==> src/rtl/pc_sequencer.sv <==
// Program-counter / fetch sequencer with run, halt and branch resolution plus a taken-branch bubble.
// Optional retired-instruction counter enabled by defining PC_SEQ_INSTCNT_EN.
module pc_sequencer #(
  parameter int unsigned PC_W       = 10,
  parameter int unsigned START_ADDR = 0,
  parameter int unsigned OFF_W      = 6
) (
  input  logic             CLK,
  input  logic             RST,
  input  logic             start,
  input  logic             stall,
  input  logic             halt_req,
  input  logic             branch,
  input  logic             is_abs,
  input  logic             flag,
  input  logic [7:0]       target,
  input  logic [OFF_W-1:0] rel_off,
  output logic [PC_W-1:0]  pc,
  output logic             fetch_valid,
  output logic             done
`ifdef PC_SEQ_INSTCNT_EN
  ,
  output logic [15:0]      inst_count
`endif
);

  typedef enum logic [1:0] {StIdle, StRun, StBubble, StHalt} state_e;

  localparam logic [PC_W-1:0] StartPc = PC_W'(START_ADDR);

  state_e          state_q, state_d;
  logic [PC_W-1:0] pc_q, pc_d;
  logic            fetch_valid_q, fetch_valid_d;
  logic            done_q, done_d;
  logic [PC_W-1:0] rel_ext;
  logic [PC_W-1:0] br_target;

  // Sign-extend (or truncate) the offset so the add wraps modulo 2^PC_W.
  assign rel_ext   = PC_W'($signed(rel_off));
  assign br_target = is_abs ? PC_W'(target) : pc_q + rel_ext;

  always_comb begin
    state_d = state_q;
    pc_d    = pc_q;
    if (start) begin
      state_d = StRun;
      pc_d    = StartPc;
    end else begin
      unique case (state_q)
        StIdle: ;
        StRun: begin
          if (!stall) begin
            if (halt_req) begin
              state_d = StHalt;
            end else if (branch && flag) begin
              state_d = StBubble;
              pc_d    = br_target;
            end else begin
              pc_d = pc_q + PC_W'(1);
            end
          end
        end
        StBubble: begin
          if (!stall) state_d = StRun;
        end
        StHalt: ;
        default: state_d = StIdle;
      endcase
    end
    fetch_valid_d = (state_d == StRun);
    done_d        = (state_d == StHalt);
  end

  always_ff @(posedge CLK) begin
    if (RST) begin
      state_q       <= StIdle;
      pc_q          <= StartPc;
      fetch_valid_q <= 1'b0;
      done_q        <= 1'b0;
    end else begin
      state_q       <= state_d;
      pc_q          <= pc_d;
      fetch_valid_q <= fetch_valid_d;
      done_q        <= done_d;
    end
  end

  assign pc          = pc_q;
  assign fetch_valid = fetch_valid_q;
  assign done        = done_q;

`ifdef PC_SEQ_INSTCNT_EN
  logic [15:0] cnt_q, cnt_d;

  always_comb begin
    cnt_d = cnt_q;
    if (start) begin
      cnt_d = '0;
    end else if (state_q == StRun && !stall && cnt_q != 16'hFFFF) begin
      cnt_d = cnt_q + 16'd1;
    end
  end

  always_ff @(posedge CLK) begin
    if (RST) cnt_q <= '0;
    else     cnt_q <= cnt_d;
  end

  assign inst_count = cnt_q;
`endif

endmodule
==> config.mk <==
export PLATFORM = sky130hd
export DESIGN_NAME = pc_sequencer
export DESIGN_NICKNAME = d
export VERILOG_FILES = /design/src/rtl/pc_sequencer.sv
export SDC_FILE = /design/constraint.sdc
export NUM_CORES = 1
export LEC_CHECK = 0
export BUFFER_PORTS_ARGS = -buffer_cell sky130_fd_sc_hd__buf_2
export CAP_MARGIN = 20
export CORE_MARGIN = 5
export CORE_UTILIZATION = 40
export CTS_BUF_LIST = sky130_fd_sc_hd__clkbuf_8 sky130_fd_sc_hd__clkbuf_16
export DETAILED_ROUTE_END_ITERATION = 8
export GPL_TIMING_DRIVEN = 1
export SLEW_MARGIN = 20
export SYNTH_ARGS = -nofsm -noshare
export SYNTH_HDL_FRONTEND = slang
export SYNTH_SLANG_ARGS = --single-unit
==> constraint.sdc <==
create_clock -name CLK -period 3.95 [get_ports CLK]
set_clock_uncertainty 0.15 [all_clocks]
set_input_delay 0.395 -clock CLK [delete_from_list [all_inputs] [get_ports CLK]]
set_output_delay 0.395 -clock CLK [all_outputs]
set_load 0.1 [all_outputs]
==> summary.txt <==
Outcome
  – Outcome: finished, final reports clean

Critical path
  – Crit. End Element: register
  – Crit path DAT: 2.43 ns
  – Worst R2R Setup Slack: 1.55 ns
  – R2r worst-path depth: 7
  – Crit path launch type: register
  – Critical path data required time: 3.98 ns
  – CP max FO: 9
  – CP Class: reg -> reg

CTS
  – Postcts setup bufs: 0
  – CTS clk-pin slew, worst paths: 0.06 ns
  – Htree depth: 1
  – Root Driver: clkbuf_8
  – CTS sink cnt: 14
  – CTS hold repair buffers: 0
  – TritonCTS Buffers: 3
  – CTS tree: built
  – Clk_lat worst skew: 0.25 ns
  – CTS max path bufs: 2
  – Resize count post-CTS: 0

Pwr
  – Sw frac: 29.5%
  – Psw: 110 uW
  – Gate power share: 22.6%
  – Lkg Pwr: 0.000668 uW
  – Sequential share of power: 39.3%
  – Total power: 373 uW
  – VDD IR max: 0.159 mV
  – Cell Int Power: 263 uW
  – Pwr per Cell Area: 243 mW/mm^2
  – Clock power share: 38.1%

Routing
  – Top sig layer: met4
  – Initial DRC Count: 57
  – Drt first pass iters: 4
  – WL met2: 1760 um
  – Met3 WL post-DR: 160 um
  – Met1 WL: 1460 um
  – Routed vias: 1373
  – WL/cell: 14.1 um
  – Via-per-instance ratio: 5.67
  – Final WL: 3410 um
  – Antenna Nets Post-Route: 0
  – Post-route DRC: 0

Min path
  – Worst min path class: in -> reg
  – Hold Crit Depth: 2

GRT
  – Initial antenna violation count: 0
  – Total grt overflow: 0
  – Gr usage total: 16.8%
  – Global-route wire length before repair: 5890 um
  – Vias in the first global route: 1320
  – Pin count of the biggest net entering global routing: 21

Place
  – Final HPWL DP: 2750 um
  – Dpl ws: 1.44 ns
  – Port Buf Inserts: 33
  – GP Congestion: 0.793

Timing
  – RSZ-0062 raised after global routing: no
  – Min Tclk post-route: 2.40 ns
  – Slew headroom: 54.3%
  – Pins over their slew limit: 0
  – Final Hold Viols: 0
  – F_max: 417 MHz
  – Slew @ Worst Pin: 0.685 ns
  – Worst hold margin: 0.190 ns
  – Fin Setup TNS: 0 ns
  – Fin crit share: 60.7%
  – Final setup fails: 0
  – Crit path setup slack, layout: 1.55 ns

Final layout
  – Fillers: 328
  – Syn-to-layout area delta: 20.4%
  – Nets: 234
  – Layout cell share with drive strength beyond 1: 24.2%
  – Util after Layout: 50.4%
  – ANT cells: 0

Die
  – Initial core utilization: 41.9%
  – FP Rows: 20
  – I/O pins: 34
  – Die X: 66.5 um
  – Core footprint: 0.00305 mm^2
  – Die Ht: 66.5 um
  – Die footprint: 0.00443 mm^2

Synthesis
  – Sequential share of the synthesized area: 21.9%
  – YS warnings: 0
  – Top_reg_cell synth: dfxtp_1
  – Synthesized area: 0.00128 mm^2
  – Post-synth EDFFs: 0
  – Synth async-reset ratio: 0%
  – Synth area leaders: dfxtp_1 (22%), ha_1 (12%), o21ai_0 (5.9%)
  – Commonest cells post-synth: nor2_1 (19), o21ai_0 (15), dfxtp_1 (14), nand2_1 (14), a21oi_1 (13)
  – Largest area contributor in the synthesized netlist: dfxtp_1
  – Mapped Avg Cell Area: 7.75 um^2
  – Number of synthesized register bits: 14
  – Syn_nets: 200
  – Most frequent cell after synthesis: nor2_1
  – Synth Instances: 165
  – Distinct cells, synth: 47
  – Yosys top cell area share: 21.9%

Flow run
  – Max cap viols: 0
-- sequential cells by signal (all words and copies together) (netlist names) --
signal,flops
fetch_valid,1
pc,10
done,1
state_q,2
-- critical path: stages (launching register included) --
cell      delay [ns]
dfxtp_1         0.49
ha_1            0.34
a21oi_1         0.20
o21ai_2         0.12
o2111a_1        0.27
a311oi_2        0.26
mux2_1          0.36
a31oi_1         0.15
-- cells by family (layout without fill, tap and decap cells) --
kind of cell | after synthesis | after routing | share of synthesized area [%]
muxes | 4 | 4 | 3.33
buffers and inverters | 9 | 42 | 2.94
adders and majority gates | 13 | 13 | 13.3
xor gates and xnor gates | 6 | 6 | 4.11
and+or+nand+nor | 56 | 56 | 20.7
AOI/OAI and AO/OA | 63 | 63 | 33.7
DFF | 14 | 14 | 21.9
-- metrics by stage --
stage | instances | area, um^2
after floorplan | 165 | 1280
after global placement | 238 | 1480
after detailed placement | 238 | 1480
after CTS | 242 | 1540
after global routing | 242 | 1540
final | 242 | 1540
-- cells in the final DEF, fill, tap and decap left out, drive strengths merged, types with 5 or more instances in the layout --
cell,Yosys,final
buf,3,34
nand2,15,15
a21oi,14,14
a211oi,5,5
ha,12,12
nor3,5,5
o21ai,16,16
o211ai,5,5
a31oi,6,6
dfxtp,14,14
nor2,19,19
-- worst paths after layout --
kind                            from                     to
hold / removal                   RST  state_q[1]$_SDFF_PP0_
setup reg to reg  pc[4]$_SDFFE_PP0P_     pc[9]$_SDFFE_PP0P_
setup / recovery  pc[4]$_SDFFE_PP0P_     pc[9]$_SDFFE_PP0P_
hold reg to reg   pc[9]$_SDFFE_PP0P_     pc[9]$_SDFFE_PP0P_
-- metal layers --
layer,track usage (%),up-vias
li1,-,692
met2,28.8,35
met1,21.4,641
met4,4.06,0
met5,0,-
met3,3.04,5
-- power by group through the flow --
stage	logic, uW	registers [uW]	clock network, uW
after global routing	93.9	147	149
after detailed placement	85.0	150	0
after floorplan	45.0	163	0
after global placement	82.1	150	0
final	84.5	147	142
after CTS	85.3	147	145
-- final cells by class --
cell class                      count  area (um^2)  share of cell area (%)
Clock buffer                        4         55.1                    3.58
Inverter                            4         15.0                   0.976
Multi-Input combinational cell    142          961                    62.4
Sequential cell                    14          280                    18.2
Tap cell                           44         55.1                    3.58
Timing Repair Buffer               34          173                    11.2
Power figures use the tool's default switching activity.
